$ cat src/rtl/burst_arb_pkg.sv
// Shared types and constants for the burst bus arbiter.
package burst_arb_pkg;

    typedef enum logic [1:0] {
        StIdle,
        StIssue,
        StRdWait,
        StWrBeats
    } arb_state_e;

    typedef enum logic {
        REQ_VIDEO = 1'b0,
        REQ_HOST  = 1'b1
    } arb_req_e;

    localparam logic CMD_READ  = 1'b0;
    localparam logic CMD_WRITE = 1'b1;

endpackage

$ cat src/rtl/burst_beat_counter.sv
// Beat counter shared by the read and write phases; done pulses on the final beat.
module burst_beat_counter #(
    parameter int unsigned BURST_BEATS = 4
) (
    input  logic clk,
    input  logic reset,
    input  logic inc,
    output logic done
);

    localparam int unsigned CW = (BURST_BEATS > 1) ? $clog2(BURST_BEATS) : 1;
    localparam logic [CW-1:0] LastBeat = CW'(BURST_BEATS - 1);

    logic [CW-1:0] cnt_q, cnt_d;

    // Count beats and wrap back to zero on the last one.
    always_comb begin
        done  = inc && (cnt_q == LastBeat);
        cnt_d = cnt_q;
        if (done) begin
            cnt_d = '0;
        end else if (inc) begin
            cnt_d = cnt_q + CW'(1);
        end
    end

    // Beat count register.
    always_ff @(posedge clk or posedge reset) begin
        if (reset) begin
            cnt_q <= '0;
        end else begin
            cnt_q <= cnt_d;
        end
    end

endmodule

$ cat src/rtl/burst_bus_arbiter.sv
// Two-requester burst arbiter: video (fixed priority, read-only) and host (read/write)
// share one memory command port, one burst outstanding at a time.
// Optional BURST_ARBITER_STATS_EN adds host_wait_max and v_grant_count outputs.
module burst_bus_arbiter
    import burst_arb_pkg::*;
#(
    parameter int unsigned BURST_BEATS  = 4,
    parameter int unsigned ADDR_W       = 21,
    parameter int unsigned MAX_V_CONSEC = 8
) (
    input  logic              clk,
    input  logic              reset,
    input  logic              v_cmd_en,
    input  logic [ADDR_W-1:0] v_addr,
    output logic              v_accept,
    output logic [63:0]       v_rd_data,
    output logic              v_rd_data_valid,
    input  logic              h_cmd_en,
    input  logic              h_cmd,
    input  logic [ADDR_W-1:0] h_addr,
    input  logic [63:0]       h_wr_data,
    input  logic [7:0]        h_data_mask,
    output logic              h_wr_next,
    output logic              h_accept,
    output logic [63:0]       h_rd_data,
    output logic              h_rd_data_valid,
    output logic              mem_cmd_en,
    output logic              mem_cmd,
    output logic [ADDR_W-1:0] mem_addr,
    output logic [63:0]       mem_wr_data,
    output logic [7:0]        mem_data_mask,
    input  logic              mem_cmd_ready,
    input  logic [63:0]       mem_rd_data,
    input  logic              mem_rd_data_valid
`ifdef BURST_ARBITER_STATS_EN
    ,
    output logic [15:0]       host_wait_max,
    output logic [15:0]       v_grant_count
`endif
);

    localparam logic [7:0] MaxConsec = 8'(MAX_V_CONSEC);

    arb_state_e        state_q, state_d;
    arb_req_e          owner_q, owner_d;
    logic              cmd_q, cmd_d;
    logic [ADDR_W-1:0] addr_q, addr_d;
    logic [7:0]        v_consec_q, v_consec_d;
    logic              win_en;
    logic              beat_inc;
    logic              beat_done;

    // The registered winner must still be requesting for its command to go out.
    assign win_en = (owner_q == REQ_VIDEO) ? v_cmd_en : h_cmd_en;

    // Write beat 0 is counted on the accept cycle so WR_BEATS covers the remainder.
    assign beat_inc = ((state_q == StIssue) && win_en && mem_cmd_ready && (cmd_q == CMD_WRITE))
                    || (state_q == StWrBeats)
                    || ((state_q == StRdWait) && mem_rd_data_valid);

    burst_beat_counter #(
        .BURST_BEATS (BURST_BEATS)
    ) u_beat_counter (
        .clk   (clk),
        .reset (reset),
        .inc   (beat_inc),
        .done  (beat_done)
    );

    // Arbitration, command issue, write forwarding and read steering.
    always_comb begin
        state_d         = state_q;
        owner_d         = owner_q;
        cmd_d           = cmd_q;
        addr_d          = addr_q;
        v_consec_d      = v_consec_q;
        v_accept        = 1'b0;
        h_accept        = 1'b0;
        h_wr_next       = 1'b0;
        v_rd_data       = '0;
        v_rd_data_valid = 1'b0;
        h_rd_data       = '0;
        h_rd_data_valid = 1'b0;
        mem_cmd_en      = 1'b0;
        mem_cmd         = CMD_READ;
        mem_addr        = '0;
        mem_wr_data     = '0;
        mem_data_mask   = '0;

        unique case (state_q)
            StIdle: begin
                if (h_cmd_en && (!v_cmd_en || (v_consec_q >= MaxConsec))) begin
                    owner_d    = REQ_HOST;
                    cmd_d      = h_cmd;
                    addr_d     = h_addr;
                    v_consec_d = '0;
                    state_d    = StIssue;
                end else if (v_cmd_en) begin
                    owner_d = REQ_VIDEO;
                    cmd_d   = CMD_READ;
                    addr_d  = v_addr;
                    // Only a waiting host makes video streaks count.
                    if (h_cmd_en) begin
                        v_consec_d = (v_consec_q < MaxConsec) ? v_consec_q + 8'd1 : v_consec_q;
                    end else begin
                        v_consec_d = '0;
                    end
                    state_d = StIssue;
                end
            end
            StIssue: begin
                if (!win_en) begin
                    state_d = StIdle;
                end else begin
                    mem_cmd_en = 1'b1;
                    mem_cmd    = cmd_q;
                    mem_addr   = addr_q;
                    if (mem_cmd_ready) begin
                        v_accept = (owner_q == REQ_VIDEO);
                        h_accept = (owner_q == REQ_HOST);
                        if (cmd_q == CMD_WRITE) begin
                            mem_wr_data   = h_wr_data;
                            mem_data_mask = h_data_mask;
                            h_wr_next     = !beat_done;
                            state_d       = beat_done ? StIdle : StWrBeats;
                        end else begin
                            state_d = StRdWait;
                        end
                    end
                end
            end
            StWrBeats: begin
                mem_wr_data   = h_wr_data;
                mem_data_mask = h_data_mask;
                h_wr_next     = !beat_done;
                if (beat_done) begin
                    state_d = StIdle;
                end
            end
            StRdWait: begin
                if (owner_q == REQ_VIDEO) begin
                    v_rd_data       = mem_rd_data;
                    v_rd_data_valid = mem_rd_data_valid;
                end else begin
                    h_rd_data       = mem_rd_data;
                    h_rd_data_valid = mem_rd_data_valid;
                end
                if (beat_done) begin
                    state_d = StIdle;
                end
            end
            default: state_d = StIdle;
        endcase
    end

    // State, owner and registered command.
    always_ff @(posedge clk or posedge reset) begin
        if (reset) begin
            state_q    <= StIdle;
            owner_q    <= REQ_VIDEO;
            cmd_q      <= CMD_READ;
            addr_q     <= '0;
            v_consec_q <= '0;
        end else begin
            state_q    <= state_d;
            owner_q    <= owner_d;
            cmd_q      <= cmd_d;
            addr_q     <= addr_d;
            v_consec_q <= v_consec_d;
        end
    end

`ifdef BURST_ARBITER_STATS_EN
    logic [15:0] wait_cur_q, host_wait_max_q, v_grant_count_q;

    // Host wait tracking (cycles held before accept) and video grant count.
    always_ff @(posedge clk or posedge reset) begin
        if (reset) begin
            wait_cur_q      <= '0;
            host_wait_max_q <= '0;
            v_grant_count_q <= '0;
        end else begin
            if (h_accept) begin
                if (wait_cur_q > host_wait_max_q) begin
                    host_wait_max_q <= wait_cur_q;
                end
                wait_cur_q <= '0;
            end else if (h_cmd_en && (wait_cur_q != 16'hFFFF)) begin
                wait_cur_q <= wait_cur_q + 16'd1;
            end
            if (v_accept) begin
                v_grant_count_q <= v_grant_count_q + 16'd1;
            end
        end
    end

    assign host_wait_max = host_wait_max_q;
    assign v_grant_count = v_grant_count_q;
`endif

endmodule
$ cat config.mk
export PLATFORM = sky130hd
export DESIGN_NAME = burst_bus_arbiter
export DESIGN_NICKNAME = d
export VERILOG_FILES = /design/src/rtl/burst_arb_pkg.sv /design/src/rtl/burst_beat_counter.sv /design/src/rtl/burst_bus_arbiter.sv
export SDC_FILE = /design/constraint.sdc
export NUM_CORES = 1
export LEC_CHECK = 0
export CAP_MARGIN = 25
export CORE_AREA = 2 2 162 164
export DETAILED_ROUTE_END_ITERATION = 12
export DIE_AREA = 0 0 164 166
export PLACE_DENSITY = 0.59
export SLEW_MARGIN = 40
export SYNTH_ARGS = -nofsm -noshare
export SYNTH_HDL_FRONTEND = slang
export SYNTH_SLANG_ARGS = --single-unit
$ cat constraint.sdc
create_clock -name clk -period 1.9 [get_ports clk]
set_input_delay 0.38 -clock clk [delete_from_list [all_inputs] [get_ports clk]]
set_output_delay 0.38 -clock clk [all_outputs]
set_load 0.1 [all_outputs]
======== After elaboration in Yosys (flattened, before gate mapping) ========
Cells that the tools add are included.
storage, ports and cells
  register bits after elaboration ......... 35
  input bits .............................. 185
operators by class
  add/subtract/negate cells ............... 2
  magnitude comparators ................... 2
  equal/unequal tests ..................... 8
  muxes and demuxes ....................... 52
  bitwise gates (word level) .............. 1
  reduce and logical (&&, ||, !) cells .... 18
operators with widths
  kind                                                                                  count
  64-bit 2-to-1 mux                                                                     7
  64-bit one-hot mux with 2 select lines                                                1
  21-bit 2-to-1 mux                                                                     4
  8-bit 2-to-1 mux                                                                      7
  1-bit 2-to-1 mux                                                                      21
  2-bit 2-to-1 mux                                                                      9
  8-bit one-hot mux with 2 select lines                                                 1
  8-bit by 1-bit adder with 8-bit output (second input constant)                        1
  8-bit by 4-bit greater-or-equal comparator with 1-bit output (second input constant)  1
  8-bit by 4-bit < comparator with 1-bit output (second input constant)                 1
  2-bit == test (second input constant)                                                 3
  1-bit logical AND                                                                     6
  3-bit inequality test (second input constant)                                         2
  2-bit one-hot mux with 3 select lines                                                 1
  3-bit AND reduction                                                                   2
  2-bit nonzero test                                                                    2
  1-bit logical OR                                                                      3
  3-bit by 1-bit inequality test with 1-bit output (second input constant)              1
  2-bit by 1-bit adder with 2-bit output (second input constant)                        1
  2-bit by 1-bit == test with 1-bit output (second input constant)                      1
  1-bit logical NOT                                                                     2
  2-bit logical NOT                                                                     1
  2-bit by 1-bit inequality test with 1-bit output (second input constant)              1
  1-bit one-hot mux with 2 select lines                                                 1
  3 further kinds                                                                       3

======== Depth between registers and ports, before layout ========
Gate-level depths: netlist of the first run.
  depth in word-level cells ............... 12
  mapped depth ............................ 7
  mapped depth without buffers ............ 4

======== Modules after synthesis ========
From an unflattened synthesis of the first run, not the netlist that was laid out.
unflattened totals
  cell total of the unflattened synthesis .. 446
  area, all modules ....................... 3,218.1 µm²
by module, submodules not included
  module              times used  cells an instance  area an instance (µm²)  seq. area each (µm²)
  burst_bus_arbiter   1           438                3,118.0                 825.8
  burst_beat_counter  1           8                  100.1                   50.0

======== Worst setup path after synthesis of the first run ========
Ideal clock, no wire load.
  path type ............................... register to output
  start ................................... register state_q[1]
  end ..................................... output v_accept
  data arrival time ....................... 2,911 ps
  data required time ...................... 1,520 ps
  slack ................................... -1,391 ps
  stages on the path, launching flop included .. 4
  path buffers ............................ 1
  cell sequence ........................... dfrtp_1 -> buf_2 -> nand3b_1 -> nor3b_1
between the ends
  longest elaborated chain between the ends .. 2
RTL lines
  what                                      RTL line                  RTL
  start, declared                           burst_bus_arbiter.sv:44   arb_state_e state_q, state_d;
  start signal, assigned                    burst_bus_arbiter.sv:159  state_q <= StIdle;
  start signal, assigned                    burst_bus_arbiter.sv:165  state_q <= state_d;
  2-bit by 1-bit == test with 1-bit output  burst_bus_arbiter.sv:90   unique case (state_q)
  1-bit 2-to-1 mux                          burst_bus_arbiter.sv:90
  end, declared                             burst_bus_arbiter.sv:15   output logic v_accept,
No other way between the ends.

======== Final worst setup path of the first run ========
  start ................................... register owner_q
  end ..................................... output mem_data_mask[0]
between the ends
  longest elaborated chain between the ends .. 3
RTL lines
  what                                   RTL line                  RTL
  start, declared                        burst_bus_arbiter.sv:45   arb_req_e owner_q, owner_d;
  start signal, assigned                 burst_bus_arbiter.sv:166  owner_q <= owner_d;
  1-bit 2-to-1 mux                       burst_bus_arbiter.sv:54   assign win_en = (owner_q == REQ_VIDEO) ? v_cmd_en : h_cmd_en;
  8-bit 2-to-1 mux                       burst_bus_arbiter.sv:112  if (!win_en) begin
  8-bit one-hot mux with 2 select lines  burst_bus_arbiter.sv:90
  end, declared                          burst_bus_arbiter.sv:31   output logic [7:0] mem_data_mask,
No other way between the ends.

==> results of run 1 <==
==> final timing paths <==
| path | start | end | slack (ns) | cells past startpoint |
|---|---|---|---|---|
| max | owner_q$_DFFE_PP0P_ | mem_data_mask[0] | -0.54 | 7 |
| min | reset | addr_q[14]$_DFFE_PP0P_ | 0.52 | 3 |
| max reg2reg | state_q[1]$_DFFE_PP0P_ | addr_q[1]$_DFFE_PP0P_ | 0.13 | 7 |
| min reg2reg | addr_q[20]$_DFFE_PP0P_ | addr_q[20]$_DFFE_PP0P_ | 0.52 | 2 |
| max in group asynchronous | reset | state_q[0]$_DFFE_PP0P_ | 1.03 | 3 |
| min in group clk | addr_q[20]$_DFFE_PP0P_ | addr_q[20]$_DFFE_PP0P_ | 0.52 | 2 |
==> layout make-up <==
class,count,share of cell area (%)
tap,335,3.434
timing repair buffer,487,62.04
sequential,35,7.187
multi-input combinational,372,26.01
inverter,5,0.1538
clock inverter,1,0.04101
clock buffer,6,1.138
==> synth_stat cells <==
cell / number
sky130_fd_sc_hd__and3b_1: 1
sky130_fd_sc_hd__clkbuf_1: 20
sky130_fd_sc_hd__a21oi_1: 45
sky130_fd_sc_hd__nand2b_1: 1
sky130_fd_sc_hd__or4_1: 1
sky130_fd_sc_hd__nand2_1: 29
sky130_fd_sc_hd__buf_4: 2
sky130_fd_sc_hd__a21boi_0: 1
sky130_fd_sc_hd__mux2i_1: 1
sky130_fd_sc_hd__and3_1: 3
sky130_fd_sc_hd__o22ai_1: 1
sky130_fd_sc_hd__o21ai_1: 1
sky130_fd_sc_hd__a41oi_1: 3
sky130_fd_sc_hd__nor2b_1: 4
sky130_fd_sc_hd__nor2_2: 1
sky130_fd_sc_hd__inv_1: 5
sky130_fd_sc_hd__buf_2: 5
sky130_fd_sc_hd__nor3b_4: 1
sky130_fd_sc_hd__nor4_1: 1
sky130_fd_sc_hd__nand3b_1: 1
sky130_fd_sc_hd__a32oi_4: 1
sky130_fd_sc_hd__or2_2: 1
sky130_fd_sc_hd__nor2b_2: 69
sky130_fd_sc_hd__a32o_1: 1
sky130_fd_sc_hd__buf_6: 8
sky130_fd_sc_hd__xor2_1: 2
sky130_fd_sc_hd__a32oi_1: 1
sky130_fd_sc_hd__nand4_1: 1
sky130_fd_sc_hd__dfrtp_1: 35
sky130_fd_sc_hd__mux2_2: 2
sky130_fd_sc_hd__nor3b_1: 2
sky130_fd_sc_hd__ha_1: 3
sky130_fd_sc_hd__and2_1: 153
sky130_fd_sc_hd__o21ai_0: 4
sky130_fd_sc_hd__nor2_1: 33
sky130_fd_sc_hd__nand3_1: 4
==> routing by layer <==
layer,vias up,share of wire [%]
met1,2259,39
met5,-,0
met2,195,52
met3,15,7.6
met4,0,1.2
li1,2340,-
==> state kept, by name (all words and copies together) (netlist names) <==
register	flops
addr_q	21
v_consec_q	8
state_q	2
u_beat_counter.cnt_q	2
cmd_q	1
owner_q	1
==> timing repair <==
item                       4_1_cts  5_1_grt
cloned                          11        2
resized for setup              134       29
pin swaps                        6        2
buffers inserted                13        5
hold buffers                     0        0
setup endpoints to repair      228      242
==> worst min-delay path, cell delays in order <==
cell	delay (ns)
sky130_fd_sc_hd__clkdlybuf4s50_1	0.39
sky130_fd_sc_hd__inv_1	0.05
sky130_fd_sc_hd__buf_4	0.41
==> cells by family after synthesis <==
kind of cell	after synthesis	share of synthesized area, %
simple gates	306	56.09
flops	35	25.23
mux	3	0.9372
compound gates	58	9.698
xor+xnor	2	0.5048
fa+ha+maj	3	1.082
buf+inv	40	6.453
==> power groups by stage <==
stage                     combinational (mW)  clock (mW)  sequential, mW
final                                   20.4       0.812            1.26
after global routing                    21.0       0.863            1.31
after CTS                               20.3       0.841            1.26
after detailed placement                18.4           0            1.27
after global placement                  18.3           0            1.25
after floorplan                         11.4           0            1.21
==> metrics.md, run 1 <==
| Metric | Value |
|---|---|
| GR Util met2 | `28.81%` |
| Worst Setup Slack, final | `-0.5359 ns` |
| Design Power | `22.44 mW` |
| Final clock period utilization by the worst path | `128.2%` |
| Maximum number of pins on one net before global-route repair | `36` |
| CP most frequent cell | `sky130_fd_sc_hd__buf_12` |
| Cell internal pwr | `9.772 mW` |
| WHS | `0.5162 ns` |
| Nature of the critical path startpoint | `flop` |
| Area overhead of the layout relative to synthesis | `251.6%` |
| Number of buffer and inverter instances along the worst setup path | `3` |
| Remaining max-slew budget at the tightest pin | `57.93%` |
| GRT Util Overall | `15.76%` |
| Worst IR Drop VDD | `0.9789 mV` |
| Final weighted congestion of routability-driven global placement | `0.7774` |
| Shortest clock period the worst path allows after layout | `2.436 ns` |
| Commonest cells after routing, fill and taps aside | `245 x sky130_fd_sc_hd__buf_12, 181 x sky130_fd_sc_hd__clkdlybuf4s50_1, 145 x sky130_fd_sc_hd__and2_4` |
| Comb pwr share | `90.7%` |
| Post-synthesis cell area | `3471 um^2` |
| Remaining global-route overflow | `0` |
| Proportion of power drawn by the clock network | `3.6%` |
| Clock transition at the register clock pins on the worst setup and hold paths after CTS | `0.05 ns` |
| Worst setup skew after layout | `0.003593 ns` |
| Slowest library cell on the worst path | `sky130_fd_sc_hd__dfrtp_1` |
| Aggregate negative setup slack | `-94.54 ns` |
| Detailed placement HPWL | `18.09 mm` |
| Final cell count without fillers | `1241` |
| H-tree levels | `2` |
| Aggregate routed wire length | `22.60 mm` |
| Number of global-route vias before repair | `4857` |
| Failing checks | `negative setup slack` |
| Highest achievable clock rate | `410.5 MHz` |
| Total iterations of the first detailed-routing run | `4` |
| CTS tree | `done` |
| Worst-skew pair later-pin latency | `0.28 ns` |
| Final Slew Violations | `0` |
| Horiz. Die Dim | `164 um` |
| Global-route wire length before repair | `32.29 mm` |
| DRC errors left | `0` |
| Gr busiest metal | `met2` |
| Count of standard-cell rows | `59` |
| Switching share of power | `56.44%` |
| Largest stage delay, worst path | `0.42 ns` |
| Final core utilization | `47.64%` |
| Total power density per cell area | `1838 nW/um^2` |
| Worst slack at placement | `-0.6572 ns` |
| Gate family responsible for the most delay along the worst path | `buffers and inverters` |
| Largest area contributor in the synthesized netlist | `sky130_fd_sc_hd__and2_1` |
| Seq/Total Area, Yosys | `25.23%` |
| Leading cell type in the layout, fill and taps excluded | `sky130_fd_sc_hd__buf_12` |
| Required time of the critical path | `1.52 ns` |
| Number of nets in the layout | `1094` |
| Detailed-route via count | `4809` |
| Clock Sinks | `35` |
| Clock buffer count from CTS | `5` |
| Unrepaired setup endpoints after global routing | `yes` |
| Cell count after placement | `1210` |
| Top-level I/O count | `413` |
| Placeable core area | `25620 um^2` |
| Path type of the worst setup path | `reg2out` |
| Worst Tran Pin Value | `0.6295 ns` |
| Count of endpoints failing setup in the final report | `226` |
| Kind of path behind the tightest hold check | `in2async` |
| Synthesized Nets | `635` |
| Status | `finished with violations` |
| Area of combinational cells with multiple inputs | `3174 um^2` |
| Max-cap check violation count | `0` |
| Final hold violation count | `0` |
| Starting Density | `13.55%` |
| Met3 layer usage reported by global route | `3.422%` |
| Met1 layer usage reported by global route | `19.02%` |
| Antenna viol nets, final | `0` |
| Number of antenna repair diodes | `0` |
| Largest fanout on the critical path | `8` |
| Synthesized instance count | `447` |
| Final-layout fill cell count | `2274` |
| Flop pwr share | `5.6%` |
| Count of distinct cell types in the synthesized netlist | `36` |
| Routed wire per std cell | `18.21 um` |
| Switching power summed over all nets | `12.66 mW` |
| Ratio of cells with drive above 1 in the final layout | `60.82%` |
| Most area-consuming cells after synthesis | `sky130_fd_sc_hd__and2_1 28%, sky130_fd_sc_hd__dfrtp_1 25%, sky130_fd_sc_hd__nor2b_2 17%` |
| Post-synthesis register bit count | `35` |
| Die ar. | `27220 um^2` |
| Largest buffer count on any clock path | `2` |
| Crit path capture type | `output port` |
| Leak | `5.235 nW` |
| Clk root buf | `sky130_fd_sc_hd__clkbuf_16` |
| Vias per std cell | `3.875` |
| # port buffers | `412` |
| Share of the synthesized area in the top cell type | `27.58%` |
| Total placed instance area | `11030 um^2` |
| CP Data Arrival Time | `2.06 ns` |
| FF/Latch Area | `877.1 um^2` |
| Yosys synthesis warning count | `0` |
| DRC violation total after the first TritonRoute iteration | `137` |
| Critical path, cell by cell | `mux2i_4 > nor3b_4 > a32oi_4 > clkbuf_16 > buf_12 > nor2b_4 > buf_12` |
| Non-Filler Cell Area, Final | `12200 um^2` |
| Average cell area after synthesis | `7.765 um^2` |
| Die Y-Extent | `166 um` |
| Initial antenna violation count | `0` |
Note: power is estimated with default switching activity, not from simulation.
==> inputs of run 2 (changes only) <==
Settings changed: ABC_AREA from default to 0, CTS_CLUSTER_DIAMETER from default to 200.
==> results of run 2 <==
No change in the layout: final DEF, timing and power equal those of run 1.
==> inputs of run 3 (changes only) <==
Settings changed: CORE_AREA 2 2 162 164 to 3 3 158 160, DIE_AREA 0 0 164 166 to 0 0 161 163, PLACE_DENSITY 0.59 to 0.61.
==> metrics.md, run 3 (synthesis results as in run 1) <==
| Metric | Value |
|---|---|
| Remaining global-route overflow | `0 (unchanged)` |
| Crit path capture type | `output port (unchanged)` |
| Placeable core area | `23540 um^2 (was 25620 um^2)` |
| Unrepaired setup endpoints after global routing | `yes (unchanged)` |
| Remaining max-slew budget at the tightest pin | `57.34% (was 57.93%)` |
| Setup crit end | `mem_wr_data[30] (was mem_data_mask[0])` |
| Maximum number of pins on one net before global-route repair | `36 (unchanged)` |
| Final clock period utilization by the worst path | `128.3% (was 128.2%)` |
| Kind of path behind the tightest hold check | `in2async (unchanged)` |
| Clock Sinks | `35 (unchanged)` |
| Worst flop-to-flop path startpoint | `owner_q$_DFFE_PP0P_ (was state_q[1]$_DFFE_PP0P_)` |
| Clock buffer count from CTS | `5 (unchanged)` |
| Final hold violation count | `0 (unchanged)` |
| Leading cell type in the layout, fill and taps excluded | `sky130_fd_sc_hd__buf_12 (unchanged)` |
| Commonest cells after routing, fill and taps aside | `244 x sky130_fd_sc_hd__buf_12, 181 x sky130_fd_sc_hd__clkdlybuf4s50_1, 151 x sky130_fd_sc_hd__and2_4 (was 245 x sky130_fd_sc_hd__buf_12, 181 x sky130_fd_sc_hd__clkdlybuf4s50_1, 145 x sky130_fd_sc_hd__and2_4)` |
| CP Data Arrival Time | `2.06 ns (about the same)` |
| Required time of the critical path | `1.52 ns (about the same)` |
| CTS tree | `done (unchanged)` |
| Final Slew Violations | `0 (unchanged)` |
| Worst-skew pair later-pin latency | `0.28 ns (about the same)` |
| Number of nets in the layout | `1091 (was 1094)` |
| Leak | `5.200 nW (was 5.235 nW)` |
| Largest registers | `addr_q x21, v_consec_q x8 (unchanged)` |
| Antenna viol nets, final | `0 (unchanged)` |
| Status | `finished with violations (unchanged)` |
| Clock transition at the register clock pins on the worst setup and hold paths after CTS | `0.06 ns (was 0.05 ns)` |
| Max-cap check violation count | `0 (unchanged)` |
| H-tree levels | `2 (unchanged)` |
| Initial antenna violation count | `0 (unchanged)` |
| First element of the critical path | `owner_q$_DFFE_PP0P_ (unchanged)` |
| Horiz. Die Dim | `161 um (was 164 um)` |
| Number of buffers added to fix hold violations after cts | `0 (unchanged)` |
| Cell count of the worst reg-to-reg path | `8 (was 7)` |
| Worst IR Drop VDD | `0.9266 mV (was 0.9789 mV)` |
| GRT Util Overall | `17.36% (was 15.76%)` |
| Failing checks | `negative setup slack (unchanged)` |
| Global-route wire length before repair | `33.85 mm (was 32.29 mm)` |
| Number of flip-flops in the largest register | `21 (unchanged)` |
| Aggregate routed wire length | `25.08 mm (was 22.60 mm)` |
| Largest buffer count on any clock path | `2 (unchanged)` |
| Starting Density | `14.74% (was 13.55%)` |
| Detailed-route via count | `4831 (was 4809)` |
| Worst setup skew after layout | `0.006145 ns (was 0.003593 ns)` |
| Ratio of cells with drive above 1 in the final layout | `60.29% (was 60.82%)` |
| Setup slack of the most critical reg-to-reg path | `0.11 ns (was 0.13 ns)` |
| Design Power | `22.38 mW (was 22.44 mW)` |
| Number of global-route vias before repair | `4821 (was 4857)` |
| # port buffers | `412 (unchanged)` |
| Detailed placement HPWL | `19.04 mm (was 18.09 mm)` |
| Die Y-Extent | `163 um (was 166 um)` |
| Area overhead of the layout relative to synthesis | `250.3% (was 251.6%)` |
| Worst Setup Slack, final | `-0.5370 ns (was -0.5359 ns)` |
| Final-layout fill cell count | `2040 (was 2274)` |
| Path type of the worst setup path | `reg2out (unchanged)` |
| Clk root buf | `sky130_fd_sc_hd__clkbuf_16 (unchanged)` |
| Nature of the critical path startpoint | `flop (unchanged)` |
| Vias per std cell | `3.950 (was 3.875)` |
| Largest Register | `addr_q (unchanged)` |
| Top-level I/O count | `413 (unchanged)` |
| Final weighted congestion of routability-driven global placement | `0.8425 (was 0.7774)` |
| Worst reg2reg path endpoint | `state_q[0]$_DFFE_PP0P_ (was addr_q[1]$_DFFE_PP0P_)` |
| Routed wire per std cell | `20.51 um (was 18.21 um)` |
| Die ar. | `26240 um^2 (was 27220 um^2)` |
| Number of antenna repair diodes | `0 (unchanged)` |
| DRC errors left | `0 (unchanged)` |
| Total power density per cell area | `1841 nW/um^2 (was 1838 nW/um^2)` |
| DRC violation total after the first TritonRoute iteration | `218 (was 137)` |
| Shortest clock period the worst path allows after layout | `2.437 ns (was 2.436 ns)` |
| Total iterations of the first detailed-routing run | `5 (was 4)` |
| Count of standard-cell rows | `56 (was 59)` |
| Worst Tran Pin Value | `0.6340 ns (was 0.6295 ns)` |
| Count of endpoints failing setup in the final report | `228 (was 226)` |
| Largest fanout on the critical path | `18 (was 8)` |
| Highest achievable clock rate | `410.3 MHz (was 410.5 MHz)` |
| WHS | `0.5108 ns (was 0.5162 ns)` |
## run 3: cell count changes in the layout (fill, tap and decap cells not counted), sizes merged
cell / before / now
bufbuf: 2 / 0
buf: 297 / 294
clkinvlp: 0 / 1
clkbuf: 10 / 12
dlygate4sd2: 3 / 2
dlymetal6s2s: 0 / 1
## run 3: timing repair
action	in CTS	in global routing
gates cloned	12	7
pin swaps	21	24
setup endpoints to repair	228	255
gates resized for setup	106	42
setup buffers	16	10
## run 3: metal layers
metal  vias up  share of wire (%)  global-route usage, %
li1       2328                  -                      -
met1      2304                 36                  19.62
met2       185                 55                  32.89
met3        14                8.0                  5.239
met4         0                1.2                  2.307
met5         -                  0                      0
## run 3: critical path: stages, from the launching register on
cell and delay [ns]:
sky130_fd_sc_hd__dfrtp_1 0.41, sky130_fd_sc_hd__mux2i_4 0.32, sky130_fd_sc_hd__nor3b_4 0.09, sky130_fd_sc_hd__a32oi_4 0.26, sky130_fd_sc_hd__buf_12 0.19, sky130_fd_sc_hd__buf_12 0.24
sky130_fd_sc_hd__nor2b_4 0.07, sky130_fd_sc_hd__buf_12 0.17
## run 3: worst min-delay path by stage
stage / from / end / slack [ns] / depth (start not counted)
finish: reset / addr_q[5]$_DFFE_PP0P_ / 0.51 / 3
global placement: u_beat_counter.cnt_q[1]$_DFFE_PP0P_ / u_beat_counter.cnt_q[1]$_DFFE_PP0P_ / 0.49 / 1
floorplan: v_consec_q[7]$_DFFE_PP0P_ / v_consec_q[7]$_DFFE_PP0P_ / 0.48 / 2
detailed placement: addr_q[1]$_DFFE_PP0P_ / addr_q[1]$_DFFE_PP0P_ / 0.51 / 2
CTS: u_beat_counter.cnt_q[1]$_DFFE_PP0P_ / u_beat_counter.cnt_q[1]$_DFFE_PP0P_ / 0.52 / 1
global route: addr_q[17]$_DFFE_PP0P_ / addr_q[17]$_DFFE_PP0P_ / 0.55 / 2
## run 3: stage by stage
stage	cells	area [um^2]	worst slack [ns]	TNS [ns]	utilization (%)
2_1_floorplan	447	3892	-0.6386	-46.43	-
3_5_place_dp	1176	10880	-0.6590	-66.66	46.21
3_3_place_gp	1176	10870	-0.6317	-68.85	46.17
6_report	1223	12160	-0.5370	-93.55	51.64
4_1_cts	1212	11870	-0.5322	-91.75	50.43
5_1_grt	1223	12160	-0.5749	-105.78	51.64
## run 3: report_power, final
| group | leakage, nW | switching (mW) | internal (mW) |
|---|---|---|---|
| sequential | 0.418 | 0.192 | 1.06 |
| combinational | 4.72 | 12.3 | 8.01 |
| clock | 0.0669 | 0.327 | 0.484 |
| total | 5.20 | 12.8 | 9.56 |
## run 3: cell type report
cell class	instances	area (um^2)	share of cell area [%]
Clock buffer	6	128.9	1.060
Clock inverter	2	12.51	0.1029
Inverter	5	18.77	0.1544
Multi-Input combinational cell	372	3176	26.12
Sequential cell	35	875.8	7.204
Tap cell	319	399.1	3.283
Timing Repair Buffer	484	7547	62.08
